[src/rtl/simple_router.sv]
// simple_router
//   Request-side half of the bus fabric. Decodes one master request against
//   per-slave base/mask windows and forwards it to exactly one slave. The
//   one-hot sel drives the read-data mux until that slave acknowledges.
//   Addresses that hit no window are answered with an error response.
//
// Optional feature (macro SIMPLE_ROUTER_TIMEOUT_EN):
//   When defined, a slave that has not acknowledged after TIMEOUT_C cycles in
//   WAIT_ACK is abandoned and the master gets an error response instead.
//   When undefined, WAIT_ACK waits indefinitely and TIMEOUT_C is ignored.
//
// Ports:
//   clk, resetn        clock, asynchronous active-low reset
//   m_req, m_we        master request (held until m_ack) and write enable
//   m_addr, m_wd       master address and write data
//   m_ack, m_err       completion pulse and its error qualifier
//   s_req              per-slave request, one-hot or zero
//   s_we, s_addr, s_wd latched request fields broadcast to all slaves
//   s_ack              per-slave acknowledge
//   sel                one-hot read-data mux select, zero when idle
module simple_router #(
    parameter int                      slv_c     = 4,
    parameter logic [slv_c-1:0][31:0]  SLV_BASE  = {32'h0003_0000, 32'h0002_0000,
                                                    32'h0001_0000, 32'h0000_0000},
    parameter logic [slv_c-1:0][31:0]  SLV_MASK  = {4{32'hFFFF_0000}},
    parameter int                      TIMEOUT_C = 255
) (
    input  logic              clk,
    input  logic              resetn,
    input  logic              m_req,
    input  logic              m_we,
    input  logic [31:0]       m_addr,
    input  logic [31:0]       m_wd,
    output logic              m_ack,
    output logic              m_err,
    output logic [slv_c-1:0]  s_req,
    output logic              s_we,
    output logic [31:0]       s_addr,
    output logic [31:0]       s_wd,
    input  logic [slv_c-1:0]  s_ack,
    output logic [slv_c-1:0]  sel
);

    typedef enum logic [1:0] {
        IDLE,
        WAIT_ACK,
        ERR
    } state_t;

    state_t            state;
    logic [slv_c-1:0]  winner;
    logic              hit_any;
    logic              sel_ack;

`ifdef SIMPLE_ROUTER_TIMEOUT_EN
    // The counter only has to reach TIMEOUT_C-1: the cycle that sees that
    // value is the last of TIMEOUT_C cycles spent waiting.
    localparam int              cnt_w  = (TIMEOUT_C > 1) ? $clog2(TIMEOUT_C) : 1;
    localparam logic [cnt_w-1:0] t_last = cnt_w'(TIMEOUT_C - 1);
    logic [cnt_w-1:0]           tcount;
`endif

    // Scan from the highest index down so the lowest hitting window is the
    // last one written and therefore wins when windows overlap.
    always_comb begin
        winner  = '0;
        hit_any = 1'b0;
        for (int i = slv_c - 1; i >= 0; i--) begin
            if ((m_addr & SLV_MASK[i]) == SLV_BASE[i]) begin
                winner    = '0;
                winner[i] = 1'b1;
                hit_any   = 1'b1;
            end
        end
    end

    // sel is non-zero only in WAIT_ACK, so masking s_ack with it both ignores
    // non-selected slaves and keeps m_ack low in IDLE. The ack path stays
    // combinational so read data crosses the mux in the same cycle.
    assign sel_ack = |(s_ack & sel);
    assign m_ack   = (state == ERR) || sel_ack;
    assign m_err   = (state == ERR);

    always_ff @(posedge clk or negedge resetn) begin
        if (!resetn) begin
            state  <= IDLE;
            s_req  <= '0;
            sel    <= '0;
            s_we   <= 1'b0;
            s_addr <= '0;
            s_wd   <= '0;
`ifdef SIMPLE_ROUTER_TIMEOUT_EN
            tcount <= '0;
`endif
        end else begin
            case (state)
                IDLE: begin
                    if (m_req) begin
                        if (hit_any) begin
                            s_we   <= m_we;
                            s_addr <= m_addr;
                            s_wd   <= m_wd;
                            sel    <= winner;
                            s_req  <= winner;
                            state  <= WAIT_ACK;
`ifdef SIMPLE_ROUTER_TIMEOUT_EN
                            tcount <= '0;
`endif
                        end else begin
                            state <= ERR;
                        end
                    end
                end
                WAIT_ACK: begin
                    // An ack in the limit cycle is checked first, so it wins.
                    if (sel_ack) begin
                        s_req <= '0;
                        sel   <= '0;
                        state <= IDLE;
                    end
`ifdef SIMPLE_ROUTER_TIMEOUT_EN
                    else if (tcount == t_last) begin
                        s_req <= '0;
                        sel   <= '0;
                        state <= ERR;
                    end else begin
                        tcount <= tcount + 1'b1;
                    end
`endif
                end
                ERR: begin
                    state <= IDLE;
                end
                default: begin
                    state <= IDLE;
                end
            endcase
        end
    end

endmodule

[config.mk]
export PLATFORM = sky130hd
export DESIGN_NAME = simple_router
export DESIGN_NICKNAME = d
export VERILOG_FILES = /design/src/rtl/simple_router.sv
export SDC_FILE = /design/constraint.sdc
export NUM_CORES = 1
export LEC_CHECK = 0
export ABC_CLOCK_PERIOD_IN_PS = 1700
export CAP_MARGIN = 15
export CORE_MARGIN = 2
export CORE_UTILIZATION = 36
export CTS_CLUSTER_DIAMETER = 60
export DETAILED_ROUTE_END_ITERATION = 8
export GPL_ROUTABILITY_DRIVEN = 1
export PLACE_DENSITY = 0.84
export SLEW_MARGIN = 10
export SYNTH_ARGS = -nofsm -noshare
export SYNTH_HDL_FRONTEND = slang
export SYNTH_SLANG_ARGS = --single-unit
[constraint.sdc]
create_clock -name clk -period 1.7 [get_ports clk]
set_clock_uncertainty 0.1 [all_clocks]
set_input_delay 0.34 -clock clk [delete_from_list [all_inputs] [get_ports clk]]
set_output_delay 0.34 -clock clk [all_outputs]
set_load 0.02 [all_outputs]
# Word-level counts from Yosys, hierarchy flattened
# Cells that the tools add are included.
# word_totals
ff_bits,71
out_inout_bits,75
input_bits,72
# classes
bitwise,1
mux,16
n_reduce_logical,8
eq_ne,8
# ops
operator,n
$eq 16x2->1 const B,2
$logic_not 32->1,1
$mux 4,7
$eq 16x1->1 const B,1
$pmux 4 s2,1
$mux 2,3
$ne 2x2->1 const B,3
$and 4x4->4,1
$mux 1,4
$pmux 2 s2,1
$reduce_and 4->1,1
$reduce_or 4->1,1
$reduce_and 3->1,1
$eq 2x1->1 const B,1
$eq 2x2->1 const B,1
$logic_not 2->1,1
$reduce_and 2->1,1
$reduce_bool 2->1,1
$logic_or 1x1->1,1

# Longest topological paths before layout
# Gate-level depths: netlist of run 1.
# logic_depth
depth_word,8
depth_mapped,6
mapped_depth_nobuf,4

# Least setup slack after synthesis of run 1
# OpenSTA, ideal clock, no wires.
# synth_timing
path_type,input to register
start,input m_addr[28]
end,register s_addr[3]
required_ns,1.473
arrival_ns,1.512
setup_ns,0.127
slack_ns,-0.039
stages,6
cell_sequence,nor4_1 -> and4_1 -> and2_4 -> buf_12 -> buf_6 -> mux2_1
# synth_between
elab_chain_len,6
# synth_rtl
element,line_no,text
start: declaration,32,"input logic [31:0] m_addr,"
$eq 16x2->1,69,if ((m_addr & SLV_MASK[i]) == SLV_BASE[i]) begin
$mux 1 (3 in a row),69,
$mux 1 (*),69,
$reduce_and 3->1 (no line) (*),-,
end signal: assignment,101,s_addr <= m_addr;
end: declaration,38,"output logic [31:0] s_addr,"
# Mark *: on every way between the ends. The rest lies on a longest branch, timed or not.
# A chain may end at the register's enable or synchronous reset.

# Final worst setup path of run 1
# layout_timing
start,input s_ack[0]
end,output m_ack
# layout_between
elab_chain_len,3
# layout_rtl
element,line_no,text
start: declaration,40,"input logic [slv_c-1:0] s_ack,"
$and 4x4->4,80,assign sel_ack = |(s_ack & sel);
$reduce_or 4->1,80,
$logic_or 1x1->1,81,assign m_ack = (state == ERR) || sel_ack;
end: declaration,34,"output logic m_ack,"
# Every way passes these cells.

==> results of run 1 <==
state kept, by name (all words and copies together) (netlist names):
signal,flops
s_we,1
state,2
s_wd,32
s_addr,32
sel,4
layout make-up:
type                       count  area (sq um)  share of cell area (%)
timing repair buffer         177          1790                    35.7
multi-input combinational     94          1120                    22.3
clock buffer                  10           128                    2.54
tap                          105           131                    2.62
clock inverter                 6          70.1                    1.40
sequential                    71          1780                    35.4
how the worst min path moves through the flow:
stage	endpoint	slack, ns
3_3_place_gp	s_wd[5]	0.29
2_1_floorplan	s_addr[0]	-0.06
4_1_cts	s_addr[29]	0.41
6_report	s_addr[29]	0.40
5_1_grt	s_wd[29]	0.42
3_5_place_dp	s_wd[5]	0.30
synthesized netlist by cell type, drive strengths merged:
cell type and n:
nand4 1, and2b 1, buf 12, nor2b 16
or3 1, a21o 1, mux2 51, nand3b 2
nand3 1, mux2i 3, nor4 3, o21ai 2
a22o 2, nor2 3, and4 1, and2 1
nor3b 1, nand2 4, dfrtp 71
cell families (layout without fill, tap and decap cells):
family	after synthesis	after routing	synth area share, %
AOI/OAI and AO/OA	5	5	1.17
buffers and inverters	12	193	5.66
DFF	71	71	59.6
muxes	54	54	26.6
and+or+nand+nor	35	35	7.05
stage by stage:
stage          TNS (ns)  instance area [sq um]  power, mW  setup slack (ns)  cells
2_1_floorplan     -1.71                   2990       1.75           -0.0336    177
3_5_place_dp     -40.87                   4520       1.97            -0.627    429
6_report          -4.90                   5020       3.26            -0.225    463
3_3_place_gp     -35.58                   4520       1.96            -0.602    429
4_1_cts           -5.00                   4970       3.30            -0.231    465
5_1_grt           -9.90                   5020       3.42            -0.271    463
where the power goes:
group | switching, mW | internal, mW | leakage [nW] | total (mW)
clock | 0.640 | 0.685 | 0.0891 | 1.33
sequential | 0.00206 | 1.69 | 0.989 | 1.69
combinational | 0.0790 | 0.164 | 1.58 | 0.243
timing repair:
| item | CTS | global route |
|---|---|---|
| cloned | 6 | 0 |
| setup buffers | 13 | 3 |
| endpoints found under the hold margin | 71 | 0 |
| gates resized for setup | 122 | 25 |
| pin swaps | 9 | 4 |
| hold buffers | 1 | 0 |
| setup endpoints to repair | 140 | 72 |
metal layers:
metal	up-vias	wire (microns)	global-route usage, %
li1	962	-	-
met1	1041	3120	21.8
met2	105	3590	27.7
met3	13	587	4.58
met4	0	134	6.64
met5	-	0	0
==> summary.md, run 1 <==
| Metric | Value |
|---|---|
| GRT Resource Usage Total | `17.0%` |
| Drt pass-1 iters | `4` |
| Crit start category | `input pin` |
| Die height | `95.0 microns` |
| Pwr dens | `650 nW/um^2` |
| Share of cells above drive strength 1 | `31.3%` |
| Crit share post-route | `113%` |
| Drt initial violations | `36` |
| CTS Buf Count | `9` |
| Worst skew pair latency | `0.33 ns` |
| Hold path depth | `1` |
| LEAKAGE | `2.66 nW` |
| CTS clock-pin slew for the worst setup and hold paths | `0.07 ns` |
| Via/cell ratio | `4.58` |
| Port-buffer cells | `146` |
| Cell row count | `33` |
| Sequential-to-total area share from yosys stat | `59.6%` |
| Commonest non-fill, non-tap cells in the layout | `87 x dlygate4sd2_1, 70 x dfrtp_1, 56 x clkdlybuf4s50_1, 51 x mux2_4, 11 x buf_4` |
| Max-Cap Viols | `0` |
| Post-layout min period | `1.92 ns` |
| Worst min-delay path category | `reg2reg` |
| Failing checks | `setup timing` |
| HP Start | `s_addr[29]` |
| Vias | `about 2.1k` |
| # diodes | `0` |
| Worst path top cell family by delay | `buffers and inverters` |
| Crit end category | `output pin` |
| CTS tree | `built` |
| Max Clk Rate | `about 520 MHz` |
| Warnings from Yosys | `0` |
| Final Max Slew Viols | `0` |
| Status | `complete, but fails checks` |
| Area Growth Syn to Fin | `68.2%` |
| Crit Path Category | `in2out` |
| DIE WIDTH | `around 95 microns` |
| Worst-path fanout max | `2` |
| Grt ovf | `0` |
| Worst setup path start | `s_ack[0]` |
| R2r endpoint | `s_wd[1]` |
| Ports | `between 100 and 150` |
| Syn Inst Count | `177` |
| Post-Synthesis Cell Area | `2980 sq um` |
| DRC | `0` |
| Vias in the first global route | `2288` |
| Final ANT Viol Nets | `0` |
| Final WL | `approximately 7400 microns` |
| Worst R2R Setup Slack | `-0.13 ns` |
| Endpoints failing setup | `70` |
| RR Startpoint | `state[1]` |
| Synth cell types | `23` |
| Layout Utilization | `roughly three fifths` |
| Routed length per instance | `16.1 microns` |
| Crit path DAT | `1.48 ns` |
| Worst path cell trace | `clkdlybuf4s50_1 -> a22o_1 -> or3_4 -> buf_6` |
| Root buffer cell | `clkbuf_8` |
| Slowest-stage cell, CP | `clkdlybuf4s50_1` |
| Worst setup endpoint | `m_ack` |
| CP required | `1.26 ns` |
| Max incr delay on CP | `0.40 ns` |
| Post-synth top area share | `59.6%` |
| Die area | `9030 sq um` |
| Most common cell after layout, fill and taps aside | `dlygate4sd2_1` |
| Yosys reg bits | `71` |
| Buffer and inverter count on the worst path | `2` |
| Yosys top cell by area | `dfrtp_1` |
| Max clock buf depth | `2` |
| First-pass GRT wire length | `11500 microns` |
| Worst Slack Setup Final | `-0.225 ns` |
| Sink Count | `71` |
| Fill cells | `about 640` |
| Largest net degree at the start of global routing | `41` |
| Worst Reg2Reg Path Length in Cells | `7` |
| Placer Congestion | `between 0.7 and 0.8` |
| Unrepaired setup endpoints after global routing | `yes` |
| Relative slew slack | `67.6%` |
| Core footprint | `8130 sq um` |
| Dpl hpwl | `4810 microns` |
| Depth of the CTS H-tree | `3` |
| CP Depth | `4` |
| Initial antenna violation count | `0` |
| Final hold vios | `0` |
| Post-synth net total | `249` |
| Final hold slack | `0.395 ns` |
| Worst Tran Pin Value | `around 0.49 ns` |
| Initial Util | `36.7%` |
| Fin nets | `425` |
| Syn Area/Cell | `16.9 sq um` |
| Peak VDD IR | `396 uV` |
| Top cells by area, synth | `dfrtp_1 60%, mux2_4 25%, buf_12 4.0%` |
(Power assumes the default switching activity.)
==> run 2, diff against run 1 <==
- MAX_ROUTING_LAYER: not set -> met4
- SKIP_CTS_REPAIR_TIMING: not set -> 1
==> run 2 against run 1 <==
The run still ends with setup timing left. Maximum frequency is 0.47% lower. Non-clock buffer count decreased by 4. Flip-flop and latch count stayed put. Combinational power increased by 2%. First-iteration DRC count fell by 50%. Cell count decreased by 0.86%. Routed wire length increased by 3.4%. Sequential power barely moved. Largest power group unchanged.
==> summary.md, run 2 (synthesized netlist as in run 1, its figures left out) <==
| Metric | Value |
|---|---|
| First-pass GRT wire length | `10200 microns (was 11500 microns)` |
| Worst R2R Setup Slack | `-0.07 ns (was -0.13 ns)` |
| Area Growth Syn to Fin | `75.3% (was 68.2%)` |
| Cell row count | `33 (unchanged)` |
| Final WL | `7690 microns (was 7440 microns)` |
| Root buffer cell | `clkbuf_8 (unchanged)` |
| DIE WIDTH | `95.0 microns (unchanged)` |
| CP required | `1.26 ns (about the same)` |
| Final hold slack | `0.402 ns (was 0.395 ns)` |
| Crit path DAT | `1.49 ns (was 1.48 ns)` |
| Internal | `2.54 mW (about the same)` |
| Final setup TNS | `-2.75 ns (was -4.90 ns)` |
| Fin nets | `421 (was 425)` |
| Final ANT Viol Nets | `0 (unchanged)` |
| Initial antenna violation count | `0 (unchanged)` |
| GRT Resource Usage Total | `15.3% (was 17.0%)` |
| Crit share post-route | `114% (was 113%)` |
| Initial Util | `36.7% (unchanged)` |
| Worst-path fanout max | `2 (unchanged)` |
| Final Max Slew Viols | `0 (unchanged)` |
| Drt pass-1 iters | `4 (unchanged)` |
| Drt initial violations | `18 (was 36)` |
| Relative slew slack | `67.8% (was 67.6%)` |
| Worst Slack Setup Final | `-0.234 ns (was -0.225 ns)` |
| Placed cell areas | `4520 sq um (unchanged)` |
| Routed length per instance | `16.8 microns (was 16.1 microns)` |
| Clock power frac | `40.5% (was 40.7%)` |
| Sw power | `717 uW (was 722 uW)` |
| Crit Path Category | `in2out (unchanged)` |
| # diodes | `0 (unchanged)` |
| Fill cells | `589 (was 641)` |
| Finished Cell Area | `5230 sq um (was 5020 sq um)` |
| Commonest non-fill, non-tap cells in the layout | `86 x dlymetal6s2s_1, 71 x dfrtp_1, 58 x clkdlybuf4s50_1, 51 x mux2_4, 13 x nor2b_1 (was 87 x dlygate4sd2_1, 70 x dfrtp_1, 56 x clkdlybuf4s50_1, 51 x mux2_4, 11 x buf_4)` |
| Sequential Power Share | `51.9% (about the same)` |
| CTS tree | `built (unchanged)` |
| Post-placement cell count | `429 (unchanged)` |
| CTS Buf Count | `9 (unchanged)` |
| Via/cell ratio | `4.61 (was 4.58)` |
| Endpoints failing setup | `69 (was 70)` |
| Final hold vios | `0 (unchanged)` |
| Most common cell after layout, fill and taps aside | `dlymetal6s2s_1 (was dlygate4sd2_1)` |
| Die area | `9030 sq um (unchanged)` |
| Max Clk Rate | `517 MHz (was 520 MHz)` |
| CTS clock-pin slew for the worst setup and hold paths | `0.08 ns (was 0.07 ns)` |
| Pwr dens | `624 nW/um^2 (was 650 nW/um^2)` |
| Sink Count | `71 (unchanged)` |
| LEAKAGE | `3.74 nW (was 2.66 nW)` |
| Crit end category | `output pin (unchanged)` |
| Die height | `95.0 microns (unchanged)` |
| Crit start category | `input pin (unchanged)` |
| Switching Share | `22.0% (was 22.1%)` |
| Vias in the first global route | `2107 (was 2288)` |
| Depth of the CTS H-tree | `3 (unchanged)` |
| Grt ovf | `0 (unchanged)` |
| Max clock buf depth | `2 (unchanged)` |
| Worst Tran Pin Value | `0.484 ns (was 0.485 ns)` |
| Largest net degree at the start of global routing | `41 (unchanged)` |
| Post-layout min period | `1.93 ns (was 1.92 ns)` |
| Dpl hpwl | `4810 microns (unchanged)` |
| Core footprint | `8130 sq um (unchanged)` |
| Placer Congestion | `0.731 (was 0.722)` |
| Post-Layout Cell Count | `459 (was 463)` |
| Comb power frac | `7.6% (was 7.4%)` |
| Peak VDD IR | `400 uV (was 396 uV)` |
| Status | `complete, but fails checks (unchanged)` |
| Failing checks | `setup timing (unchanged)` |
| Worst min-delay path category | `reg2reg (unchanged)` |
| Max-Cap Viols | `0 (unchanged)` |
| Top Registers | `s_addr: 32 flops, s_wd: 32 flops, sel: 4 flops (unchanged)` |
| DRC | `0 (unchanged)` |
| Worst skew pair latency | `0.33 ns (about the same)` |
| Share of cells above drive strength 1 | `28.8% (was 31.3%)` |
| Ports | `147 (unchanged)` |
| Vias | `2114 (was 2121)` |
| Unrepaired setup endpoints after global routing | `yes (unchanged)` |
| Port-buffer cells | `146 (unchanged)` |
==> run 2: power by group through the flow <==
stage	logic, mW	registers (mW)	clock network (mW)
after floorplan	0.0191	1.73	0
after global placement	0.240	1.73	0
after detailed placement	0.244	1.73	0
after CTS	0.245	1.69	1.37
after global routing	0.267	1.69	1.46
final	0.248	1.69	1.32
==> run 2: layer usage <==
| metal | track usage (%) | part of all wire (%) |
|---|---|---|
| met2 | 23.5 | 48 |
| met1 | 19.1 | 44 |
| met3 | 4.43 | 7.1 |
| met5 | - | 0 |
| met4 | 6.16 | 1.1 |
==> run 2: worst paths after layout <==
path / start / endpoint / depth (start not counted)
setup / recovery: s_ack[1] / m_ack / 4
hold / removal: s_addr[29] / s_addr[29] / 1
setup reg to reg: state[1] / s_addr[14] / 5
hold reg to reg: s_addr[29] / s_addr[29] / 1
max in group asynchronous: resetn / s_addr[30] / 3
min in group asynchronous: resetn / s_wd[11] / 3
==> run 2: cell type report <==
cell class                 count  area (sq um)  share of cell area, %
timing repair buffer         173          2050                   39.2
multi-input combinational     94          1070                   20.6
sequential                    71          1780                   34.0
tap                          105           131                   2.51
clock buffer                  10           128                   2.44
clock inverter                 6          70.1                   1.34
==> run 2: worst max-delay path, stage by stage <==
cell and delay (ns):
clkdlybuf4s50_1 0.40, a22o_1 0.25, or3_4 0.37, buf_6 0.14
==> run 2: through the flow <==
stage | util (%) | power (mW) | setup slack, ns
floorplan | - | 1.75 | -0.0336
global placement | 55.6 | 1.96 | -0.602
detailed placement | 55.6 | 1.97 | -0.627
CTS | 58.1 | 3.31 | -0.630
global route | 64.3 | 3.42 | -0.284
finish | 64.3 | 3.26 | -0.234
==> run 3, diff against run 2 <==
- ABC_CLOCK_PERIOD_IN_PS: 1700 -> 2100
- CORE_UTILIZATION: 36 -> 40
- PLACE_DENSITY: 0.84 -> 0.88
- clock period: 1.7 -> 2.1 ns (I/O delays scaled with it)
==> run 3 against run 2 <==
The run now ends clean. Clock power hardly changed. Die area is 9.6% lower. First-iteration DRC count is 78% higher. Highest routed layer unchanged.
==> summary.md, run 3 (synthesized netlist as in run 1, its figures left out) <==
| Metric | Value |
|---|---|
| Max-Cap Viols | `0 (unchanged)` |
| Total Power | `2.87 mW (was 3.26 mW)` |
| Final Max Slew Viols | `0 (unchanged)` |
| Post-Layout Cell Count | `443 (was 459)` |
| Vias | `2026 (was 2114)` |
| # diodes | `0 (unchanged)` |
| Cell row count | `31 (was 33)` |
| Commonest non-fill, non-tap cells in the layout | `143 x clkdlybuf4s50_1, 71 x dfrtp_1, 50 x mux2_4, 16 x nor2b_1, 14 x buf_4 (was 86 x dlymetal6s2s_1, 71 x dfrtp_1, 58 x clkdlybuf4s50_1, 51 x mux2_4, 13 x nor2b_1)` |
| Crit end category | `output pin (unchanged)` |
| Worst path cell trace | `clkdlybuf4s50_1 -> a22o_1 -> or3_4 -> buf_6 (unchanged)` |
| Worst-path fanout max | `2 (unchanged)` |
| Placer Congestion | `0.729 (was 0.731)` |
| Max clock buf depth | `2 (unchanged)` |
| Worst R2R Setup Slack | `0.31 ns (was -0.07 ns)` |
| Die height | `90.4 microns (was 95.0 microns)` |
| Max incr delay on CP | `0.41 ns (was 0.40 ns)` |
| Worst min-delay path category | `in2async (was reg2reg)` |
| Grt ovf | `0 (unchanged)` |
| Worst skew pair latency | `0.32 ns (was 0.33 ns)` |
| Crit share post-route | `99.0%` |
| Status | `completed (was complete, but fails checks)` |
| Dpl hpwl | `5210 microns (was 4810 microns)` |
| Largest net degree at the start of global routing | `40 (was 41)` |
| Fin nets | `411 (was 421)` |
| CTS Buf Count | `9 (unchanged)` |
| Core footprint | `7250 sq um (was 8130 sq um)` |
| Area Growth Syn to Fin | `61.5% (was 75.3%)` |
| RR Startpoint | `state[1] (unchanged)` |
| Worst Tran Pin Value | `0.483 ns (was 0.484 ns)` |
| Final ANT Viol Nets | `0 (unchanged)` |
| DIE WIDTH | `90.4 microns (was 95.0 microns)` |
| Port-buffer cells | `146 (unchanged)` |
| Initial Util | `41.1% (was 36.7%)` |
| Final WL | `7010 microns (was 7690 microns)` |
| Sink Count | `71 (unchanged)` |
| R2r endpoint | `s_addr[3] (was s_addr[14])` |
| Most common cell after layout, fill and taps aside | `clkdlybuf4s50_1 (was dlymetal6s2s_1)` |
| Share of cells above drive strength 1 | `25.3% (was 28.8%)` |
| Root buffer cell | `clkbuf_8 (unchanged)` |
| Worst Reg2Reg Path Length in Cells | `4 (was 5)` |
| Pwr dens | `596 nW/um^2 (was 624 nW/um^2)` |
| Depth of the CTS H-tree | `3 (unchanged)` |
| Layout Utilization | `66.4% (was 64.3%)` |
| Max Clk Rate | `around 480 MHz` |
| Endpoints failing setup | `0 (was 69)` |
| Unrepaired setup endpoints after global routing | `yes (unchanged)` |
| Post-layout min period | `between 2 and 2.5 ns` |
| Top Registers | `s_addr: 32 flops, s_wd: 32 flops, sel: 4 flops (unchanged)` |
| Crit start category | `input pin (unchanged)` |
| LEAKAGE | `2.20 nW (was 3.74 nW)` |
| Slowest-stage cell, CP | `clkdlybuf4s50_1 (unchanged)` |
| CTS tree | `built (unchanged)` |
| Finished Cell Area | `4820 sq um (was 5230 sq um)` |
| Routed length per instance | `15.8 microns (was 16.8 microns)` |
| Placed cell areas | `4540 sq um (was 4520 sq um)` |
| GRT Resource Usage Total | `17.8% (was 15.3%)` |
| CP required | `1.58 ns (was 1.26 ns)` |
| First-pass GRT wire length | `11200 microns (was 10200 microns)` |
| Peak VDD IR | `306 uV (was 400 uV)` |
| Die area | `8160 sq um (was 9030 sq um)` |
| Ports | `147 (unchanged)` |
| Vias in the first global route | `2230 (was 2107)` |
| Initial antenna violation count | `0 (unchanged)` |
| Drt initial violations | `32 (was 18)` |
| Final hold vios | `0 (unchanged)` |
| Relative slew slack | `67.8% (about the same)` |
| Post-placement cell count | `426 (was 429)` |
| CTS clock-pin slew for the worst setup and hold paths | `0.08 ns (about the same)` |
| Crit Path Category | `in2out (unchanged)` |
| DRC | `0 (unchanged)` |
| Via/cell ratio | `4.57 (was 4.61)` |
| Crit path DAT | `1.56 ns (was 1.49 ns)` |
| Drt pass-1 iters | `4 (unchanged)` |
[run 3: how the worst max path moves through the flow]
| stage | from | to | slack (ns) | cells after the start |
|---|---|---|---|---|
| after floorplan | m_addr[28] | s_addr[3] | 0.28 | 6 |
| after global placement | s_ack[0] | m_ack | -0.38 | 4 |
| after detailed placement | s_ack[0] | m_ack | -0.36 | 4 |
| after CTS | s_ack[0] | m_ack | -0.38 | 4 |
| after global routing | s_ack[0] | m_ack | -0.01 | 4 |
| final | s_ack[1] | m_ack | 0.02 | 4 |
[run 3: layout make-up]
class | count | area, sq um
multi-input cells | 94 | 1040
well taps | 99 | 124
flip-flops and latches | 71 | 1780
repair buffers | 163 | 1630
fillers | 533 | 2440
clock buffers | 9 | 124
clock inverters | 7 | 120
[run 3: report_power, final]
part           internal [mW]  switching [mW]
sequential              1.37         0.00177
combinational          0.133          0.0588
clock                  0.793           0.517
total                   2.29           0.578
[run 3: worst max-delay path: cells and delay by family]
family                 cells  cell delay, ns
AOI/OAI and AO/OA          1            0.26
buffers and inverters      2            0.55
and+or+nand+nor            1            0.33
[run 3: layer usage]
layer	routed length [microns]	part of all wire (%)	track usage (%)
met1	3070	44	22.4
met2	3610	51	29.3
met3	319	4.5	4.67
met4	19	0.27	3.85
met5	0	0	-
[run 3: through the flow]
stage          TNS, ns  worst slack (ns)  hold WS, ns
6_report             0            0.0212       0.0118
5_1_grt        -0.0132           -0.0132       0.0315
4_1_cts         -0.380            -0.380       0.0121
3_5_place_dp    -15.57            -0.364        0.377
3_3_place_gp    -12.51            -0.376        0.368
2_1_floorplan        0             0.281       0.0244
